==> config.mk <==
export PLATFORM = sky130hd
export DESIGN_NAME = toggle_handshake_rx_flat
export DESIGN_NICKNAME = d
export VERILOG_FILES = /design/src/rtl/toggle_handshake_rx_if.sv /design/src/rtl/toggle_handshake_rx.sv /design/src/flat_wrapper.sv
export SDC_FILE = /design/constraint.sdc
export NUM_CORES = 1
export LEC_CHECK = 0
export ABC_AREA = 1
export CORE_ASPECT_RATIO = 1.75
export CORE_MARGIN = 2
export CORE_UTILIZATION = 48
export CTS_CLUSTER_SIZE = 25
export DETAILED_ROUTE_END_ITERATION = 12
export HOLD_SLACK_MARGIN = 0.05
export PLACE_DENSITY = 0.74
export SLEW_MARGIN = 20
export SYNTH_ARGS = -nofsm -noshare
export SYNTH_HDL_FRONTEND = slang
export SYNTH_SLANG_ARGS = --single-unit
==> constraint.sdc <==
create_clock -name clk -period 1.5 [get_ports clk]
set_input_delay 0.15 -clock clk [delete_from_list [all_inputs] [get_ports clk]]
set_output_delay 0.15 -clock clk [all_outputs]
set_load 0.05 [all_outputs]
==> src/rtl/toggle_handshake_rx_if.sv <==
// Bundle of the toggle-link request side and the valid/ready consumer side.
// Latency: none, wiring only.
// Backpressure: carries rx_ready from the consumer; the req/ack toggle pair paces the sender.
interface toggle_handshake_rx_if #(
  parameter int WIDTH = 8,
  parameter int DEPTH = 4
);
  logic                     req_toggle_in;
  logic [WIDTH-1:0]         data_in;
  logic                     ack_toggle_out;
  logic                     rx_valid;
  logic                     rx_ready;
  logic [WIDTH-1:0]         rx_data;
  logic [$clog2(DEPTH):0]   level;
  logic                     proto_err;
  logic                     clear_err;

  // Environment side: drives the sender and consumer inputs.
  modport master (
    output req_toggle_in, data_in, rx_ready, clear_err,
    input  ack_toggle_out, rx_valid, rx_data, level, proto_err
  );

  // Receiver block side.
  modport slave (
    input  req_toggle_in, data_in, rx_ready, clear_err,
    output ack_toggle_out, rx_valid, rx_data, level, proto_err
  );
endinterface

==> src/rtl/toggle_handshake_rx.sv <==
// Receives a two-phase req/ack toggle link and queues words in a FWFT FIFO.
// Latency: req toggle sampled at edge 1 is written and acked at edge SYNC_STAGES+1.
// Backpressure: full FIFO withholds ack until a pop frees space (same-cycle pop counts).
module toggle_handshake_rx #(
  parameter int WIDTH       = 8,
  parameter int SYNC_STAGES = 2,
  parameter int DEPTH       = 4
) (
  input  logic                  clk,
  input  logic                  rst,
  toggle_handshake_rx_if.slave  bus
);

  localparam int AW = $clog2(DEPTH);
  localparam int LW = AW + 1;
  localparam logic [LW-1:0] FULL = LW'(DEPTH);

  typedef enum logic {IDLE, WAIT_SPACE} state_t;

  state_t                 state_q, state_d;
  logic [SYNC_STAGES-1:0] sync_q, sync_d;
  logic                   seen_q, seen_d;
  logic                   ack_q, ack_d;
  logic                   err_q, err_d;
  logic [LW-1:0]          level_q, level_d;
  logic [AW-1:0]          wptr_q, wptr_d;
  logic [AW-1:0]          rptr_q, rptr_d;
  logic [WIDTH-1:0]       mem_q [DEPTH];

  logic sreq;
  logic evt;
  logic pop;
  logic push_ok;
  logic wr;
  logic err_set;

  // sreq is the synchronised request level; a mismatch with seen is an unserved transfer.
  assign sreq    = sync_q[SYNC_STAGES-1];
  assign evt     = sreq ^ seen_q;
  assign pop     = (level_q != '0) & bus.rx_ready;
  assign push_ok = (level_q < FULL) | pop;

  // Next-state: accept a transfer when there is room, otherwise park in WAIT_SPACE.
  always_comb begin
    state_d = state_q;
    wr      = 1'b0;
    err_set = 1'b0;
    case (state_q)
      IDLE: begin
        if (evt) begin
          if (push_ok) wr = 1'b1;
          else         state_d = WAIT_SPACE;
        end
      end
      WAIT_SPACE: begin
        // Request reverted while still unacked: sender broke the protocol.
        if (!evt) begin
          err_set = 1'b1;
          state_d = IDLE;
        end else if (push_ok) begin
          wr      = 1'b1;
          state_d = IDLE;
        end
      end
      default: state_d = IDLE;
    endcase

    sync_d  = {sync_q[SYNC_STAGES-2:0], bus.req_toggle_in};
    seen_d  = wr ? sreq : seen_q;
    ack_d   = ack_q ^ wr;
    wptr_d  = wr  ? wptr_q + AW'(1) : wptr_q;
    rptr_d  = pop ? rptr_q + AW'(1) : rptr_q;
    case ({wr, pop})
      2'b10:   level_d = level_q + LW'(1);
      2'b01:   level_d = level_q - LW'(1);
      default: level_d = level_q;
    endcase
    // A new error in the same cycle as clear_err keeps the flag set.
    err_d = err_set | (err_q & ~bus.clear_err);
  end

  // Control registers with synchronous reset.
  always_ff @(posedge clk) begin
    if (rst) begin
      state_q <= IDLE;
      sync_q  <= '0;
      seen_q  <= 1'b0;
      ack_q   <= 1'b0;
      err_q   <= 1'b0;
      level_q <= '0;
      wptr_q  <= '0;
      rptr_q  <= '0;
    end else begin
      state_q <= state_d;
      sync_q  <= sync_d;
      seen_q  <= seen_d;
      ack_q   <= ack_d;
      err_q   <= err_d;
      level_q <= level_d;
      wptr_q  <= wptr_d;
      rptr_q  <= rptr_d;
    end
  end

  // FIFO storage; data_in is only captured on the write edge.
  always_ff @(posedge clk) begin
    if (wr) mem_q[wptr_q] <= bus.data_in;
  end

  assign bus.ack_toggle_out = ack_q;
  assign bus.rx_valid       = (level_q != '0);
  assign bus.rx_data        = mem_q[rptr_q];
  assign bus.level          = level_q;
  assign bus.proto_err      = err_q;

endmodule

==> src/flat_wrapper.sv <==
// flat-port wrapper written by rule: the top's interface ports become plain ports
module toggle_handshake_rx_flat 
#(
  parameter int WIDTH       = 8,
  parameter int SYNC_STAGES = 2,
  parameter int DEPTH       = 4
)
  (clk, rst, bus_req_toggle_in, bus_data_in, bus_rx_ready, bus_clear_err, bus_ack_toggle_out, bus_rx_valid, bus_rx_data, bus_level, bus_proto_err);
  toggle_handshake_rx_if #(.WIDTH(WIDTH), .DEPTH(DEPTH)) bus_i ();
  input  logic clk;
  input  logic rst;
  input wire logic [$bits(bus_i.req_toggle_in)-1:0] bus_req_toggle_in;
  input wire logic [$bits(bus_i.data_in)-1:0] bus_data_in;
  input wire logic [$bits(bus_i.rx_ready)-1:0] bus_rx_ready;
  input wire logic [$bits(bus_i.clear_err)-1:0] bus_clear_err;
  output wire logic [$bits(bus_i.ack_toggle_out)-1:0] bus_ack_toggle_out;
  output wire logic [$bits(bus_i.rx_valid)-1:0] bus_rx_valid;
  output wire logic [$bits(bus_i.rx_data)-1:0] bus_rx_data;
  output wire logic [$bits(bus_i.level)-1:0] bus_level;
  output wire logic [$bits(bus_i.proto_err)-1:0] bus_proto_err;
  assign bus_i.req_toggle_in = bus_req_toggle_in;
  assign bus_i.data_in = bus_data_in;
  assign bus_i.rx_ready = bus_rx_ready;
  assign bus_i.clear_err = bus_clear_err;
  assign bus_ack_toggle_out = bus_i.ack_toggle_out;
  assign bus_rx_valid = bus_i.rx_valid;
  assign bus_rx_data = bus_i.rx_data;
  assign bus_level = bus_i.level;
  assign bus_proto_err = bus_i.proto_err;
  toggle_handshake_rx #(.WIDTH(WIDTH), .SYNC_STAGES(SYNC_STAGES), .DEPTH(DEPTH)) u_core (.clk(clk), .rst(rst), .bus(bus_i));
endmodule
==> metrics.md <==
| Metric | Value |
|---|---|
| Top-area cell type share of the netlist area | `0.4968` |
| Avg WL per Cell | `14.54 um` |
| Vias/cell | `about 5.1` |
| Final setup vio count | `2` |
| Peak supply drop | `about 1800 uV` |
| Synth area leaders | `edfxtp_1 50%, dfxtp_1 16%, nor2_1 5.6%, inv_1 5.4%, nand2_1 4.1%` |
| CP delay by family, top | `adder cells` |
| Total power | `roughly 4.6 mW` |
| Crit path DAT | `around 1800 ps` |
| Critical path class | `flop to flop` |
| Unrepaired setup endpoints after global routing | `true` |
| Root Buffer Master | `clkbuf_8` |
| Nets | `~250` |
| Synth Area in XOR/XNOR | `0` |
| Initial antenna violation count | `0` |
| Number of enable flip-flop cells after synthesis | `32` |
| Worst-path clk slew | `approximately 80 ps` |
| Asr flop ratio synth | `0` |
| H-tree depth | `2` |
| Mux share of post-synthesis cell area | `0` |
| Vias in the first global route | `about 1.5k` |
| Seq cells post-synth | `between 40 and 50` |
| Final worst slack | `-89.76 ps` |
| Leak | `between 1 and 1.5 nW` |
| DP HPWL | `just under 3 mm` |
| Crit. End Element | `flop` |
| Hold Path Class | `input pin to flop` |
| Synth warn | `0` |
| Place WS | `-461.4 ps` |
| Core Util, Final | `0.6751` |
| Drt total wl | `a little over 4 mm` |
| Synth Area in Adders | `0.04269` |
| Total iterations of the first detailed-routing run | `4` |
| Skew final | `between 8 and 9 ps` |
| Via count | `around 1.4k` |
| PortBufs | `26` |
| Compound-cell area share of the yosys netlist | `0.09832` |
| Drt drc | `0` |
| Final Wtd Congestion | `0.7610` |
| Clock sinks | `47` |
| Num CTS Buffers | `5` |
| Largest net degree at the start of global routing | `17` |
| Final antenna-violating net count | `0` |
| Ports | `27` |
| CTS tree | `done` |
| Pwr Density | `roughly 1700 nW/um2` |
| Final slew viol count | `0` |
| Number of antenna diodes | `0` |
| Core Area | `between 3000 and 4000 um2` |
| Area growth, synth to finish | `34.93%` |
| Die area | `4573 um2` |
| Die width | `a little over 50 um` |
| Initial core utilization | `0.5003` |
| Worst slew margin | `0.8211` |
| Distinct cell type count after synthesis | `23` |
| Worst stage delay on the critical path | `370 ps` |
| Die height | `roughly 88 um` |
| Simple-gate portion of the synthesized area | `0.1391` |
| Fraction of layout cells with a size suffix above 1 | `0.3391` |
| Cell Rows | `30` |
| Synth cell count leaders | `32 x edfxtp_1, 29 x nor2_1, 28 x inv_1` |
| Area leader, netlist | `edfxtp_1` |
| Period utilization | `1.060` |
| Final hold vios | `0` |
| Worst slew pin tran | `about 270 ps` |
| Flop-to-flop setup slack | `-90 ps` |
| Seq/Total Area, Yosys | `0.6520` |
| Worst skew pair latency | `around 290 ps` |
| Global-route wire length before repair | `about 6.4 mm` |
| Syn_area_per_cell | `about 11 um2` |
| Violated checks | `setup timing` |
| Fmax achieved | `approximately 630 MHz` |
| Fin Setup TNS | `-119.0 ps` |
| Final Hold Slack | `369.0 ps` |
| Largest family of logic cells by synthesized area | `simple AND/OR/NAND/NOR gates` |
| Synth Flop Type | `edfxtp_1` |
| # hold bufs at CTS | `0` |
| CP Cell Sequence | `inv_4, a31oi_4, ha_4, inv_4, fa_2, inv_1, nand2_2, nand3_2, nand2_1, inv_1, nor2_1` |
| Gr ovfl total | `0` |
| Syn Nets | `~200` |
| CP max FO | `2` |
| Most common cell in the netlist | `edfxtp_1` |
| Max capacitance violation total | `0` |
| Worst path slowest cell | `dfxtp_4` |
| CP startpoint kind | `flop` |
| Initial DRC Count | `22` |
| Syn Inst Count | `roughly 180` |
| Status | `finished with violations` |
| CP bufs+invs | `4` |
| CP required | `1690 ps` |
| CTS Buffer Depth | `2` |
| Min Tclk post-route | `about 1600 ps` |
| Gr usage total | `0.1940` |
| Synthesized area | `slightly below 2000 um2` |
-- layout make-up --
cell class | instances | area [um2]
inverter | 29 | 118.9
timing repair buffer | 46 | 427.9
multi-input combinational | 100 | 638.1
sequential | 47 | 1280
fill | 291 | 1256
clock inverter | 2 | 12.51
clock buffer | 6 | 72.57
tap | 48 | 60.06
-- final timing paths --
check,startpoint,endpoint,cells past startpoint
max,u_core.bus.level[1],u_core.bus.level[2],11
min,bus_req_toggle_in,u_core.sync_q[0],3
max reg2reg,u_core.bus.level[1],u_core.bus.level[2],11
min reg2reg,u_core.sync_q[0],u_core.sync_q[1],2
-- flip-flops by register name, summed over array words and instances (netlist names), named ones only --
register,cells
u_core.mem_q,32
u_core.bus.level,3
u_core.rptr_q,2
u_core.sync_q,2
u_core.wptr_q,2
u_core.bus.ack_toggle_out,1
u_core.bus.proto_err,1
u_core.seen_q,1
u_core.state_q,1
-- through the flow --
step | area [um2] | std cells
after floorplan | 2001 | 178
after global placement | 2421 | 266
after detailed placement | 2421 | 266
after CTS | 2561 | 276
after global routing | 2610 | 278
final | 2610 | 278
-- worst min-delay path, delay by kind of cell --
| family | cells | cell delay [ps] |
|---|---|---|
| buffers and inverters | 2 | 440 |
| AND/OR/NAND/NOR | 1 | 30 |
-- placed cells by master (no fill, tap or decap), types with 2 or more instances in the layout --
cell type | Yosys | routed
a21oi_1 | 5 | 4
buf_12 | 0 | 3
buf_4 | 0 | 27
buf_6 | 2 | 4
clkbuf_8 | 0 | 5
clkdlybuf4s50_1 | 0 | 12
dfxtp_1 | 15 | 8
dfxtp_2 | 0 | 3
dfxtp_4 | 0 | 4
edfxtp_1 | 32 | 32
ha_1 | 5 | 4
inv_1 | 28 | 22
inv_2 | 1 | 3
inv_4 | 0 | 4
nand2_1 | 21 | 18
nand2_2 | 0 | 3
nand3_1 | 5 | 4
nand3_2 | 1 | 2
nor2_1 | 29 | 29
o21ai_0 | 14 | 9
o21ai_1 | 1 | 6
o21ai_2 | 3 | 3
o22ai_2 | 0 | 8
-- routing by layer --
metal	global-route usage	share of wire
met5	0	0
met2	0.3878	0.60
met3	0.02730	0.029
met1	0.1765	0.35
met4	0.1005	0.022
-- report_power, final --
part           switching, mW  leakage, nW  internal, mW
clock                  0.392       0.0412         0.326
sequential            0.0970        0.417          1.53
combinational           1.34        0.592         0.869
total                   1.83         1.05          2.73
-- repair_timing --
action / 4_1_cts / 5_1_grt
gates resized for setup: 13 / 15
hold endpoints to repair: 0 / 0
pin swaps: 2 / 0
setup buffers: 2 / 2
setup endpoints to repair: 10 / 8
-- logic make-up (layout without fill, tap and decap cells) --
group,count (synthesis),in the layout
AOI/OAI and AO/OA,33,33
adders and majority gates,6,6
DFF,47,47
buffers and inverters,31,83
and+or+nand+nor,61,61
(Power assumes the default switching activity.)
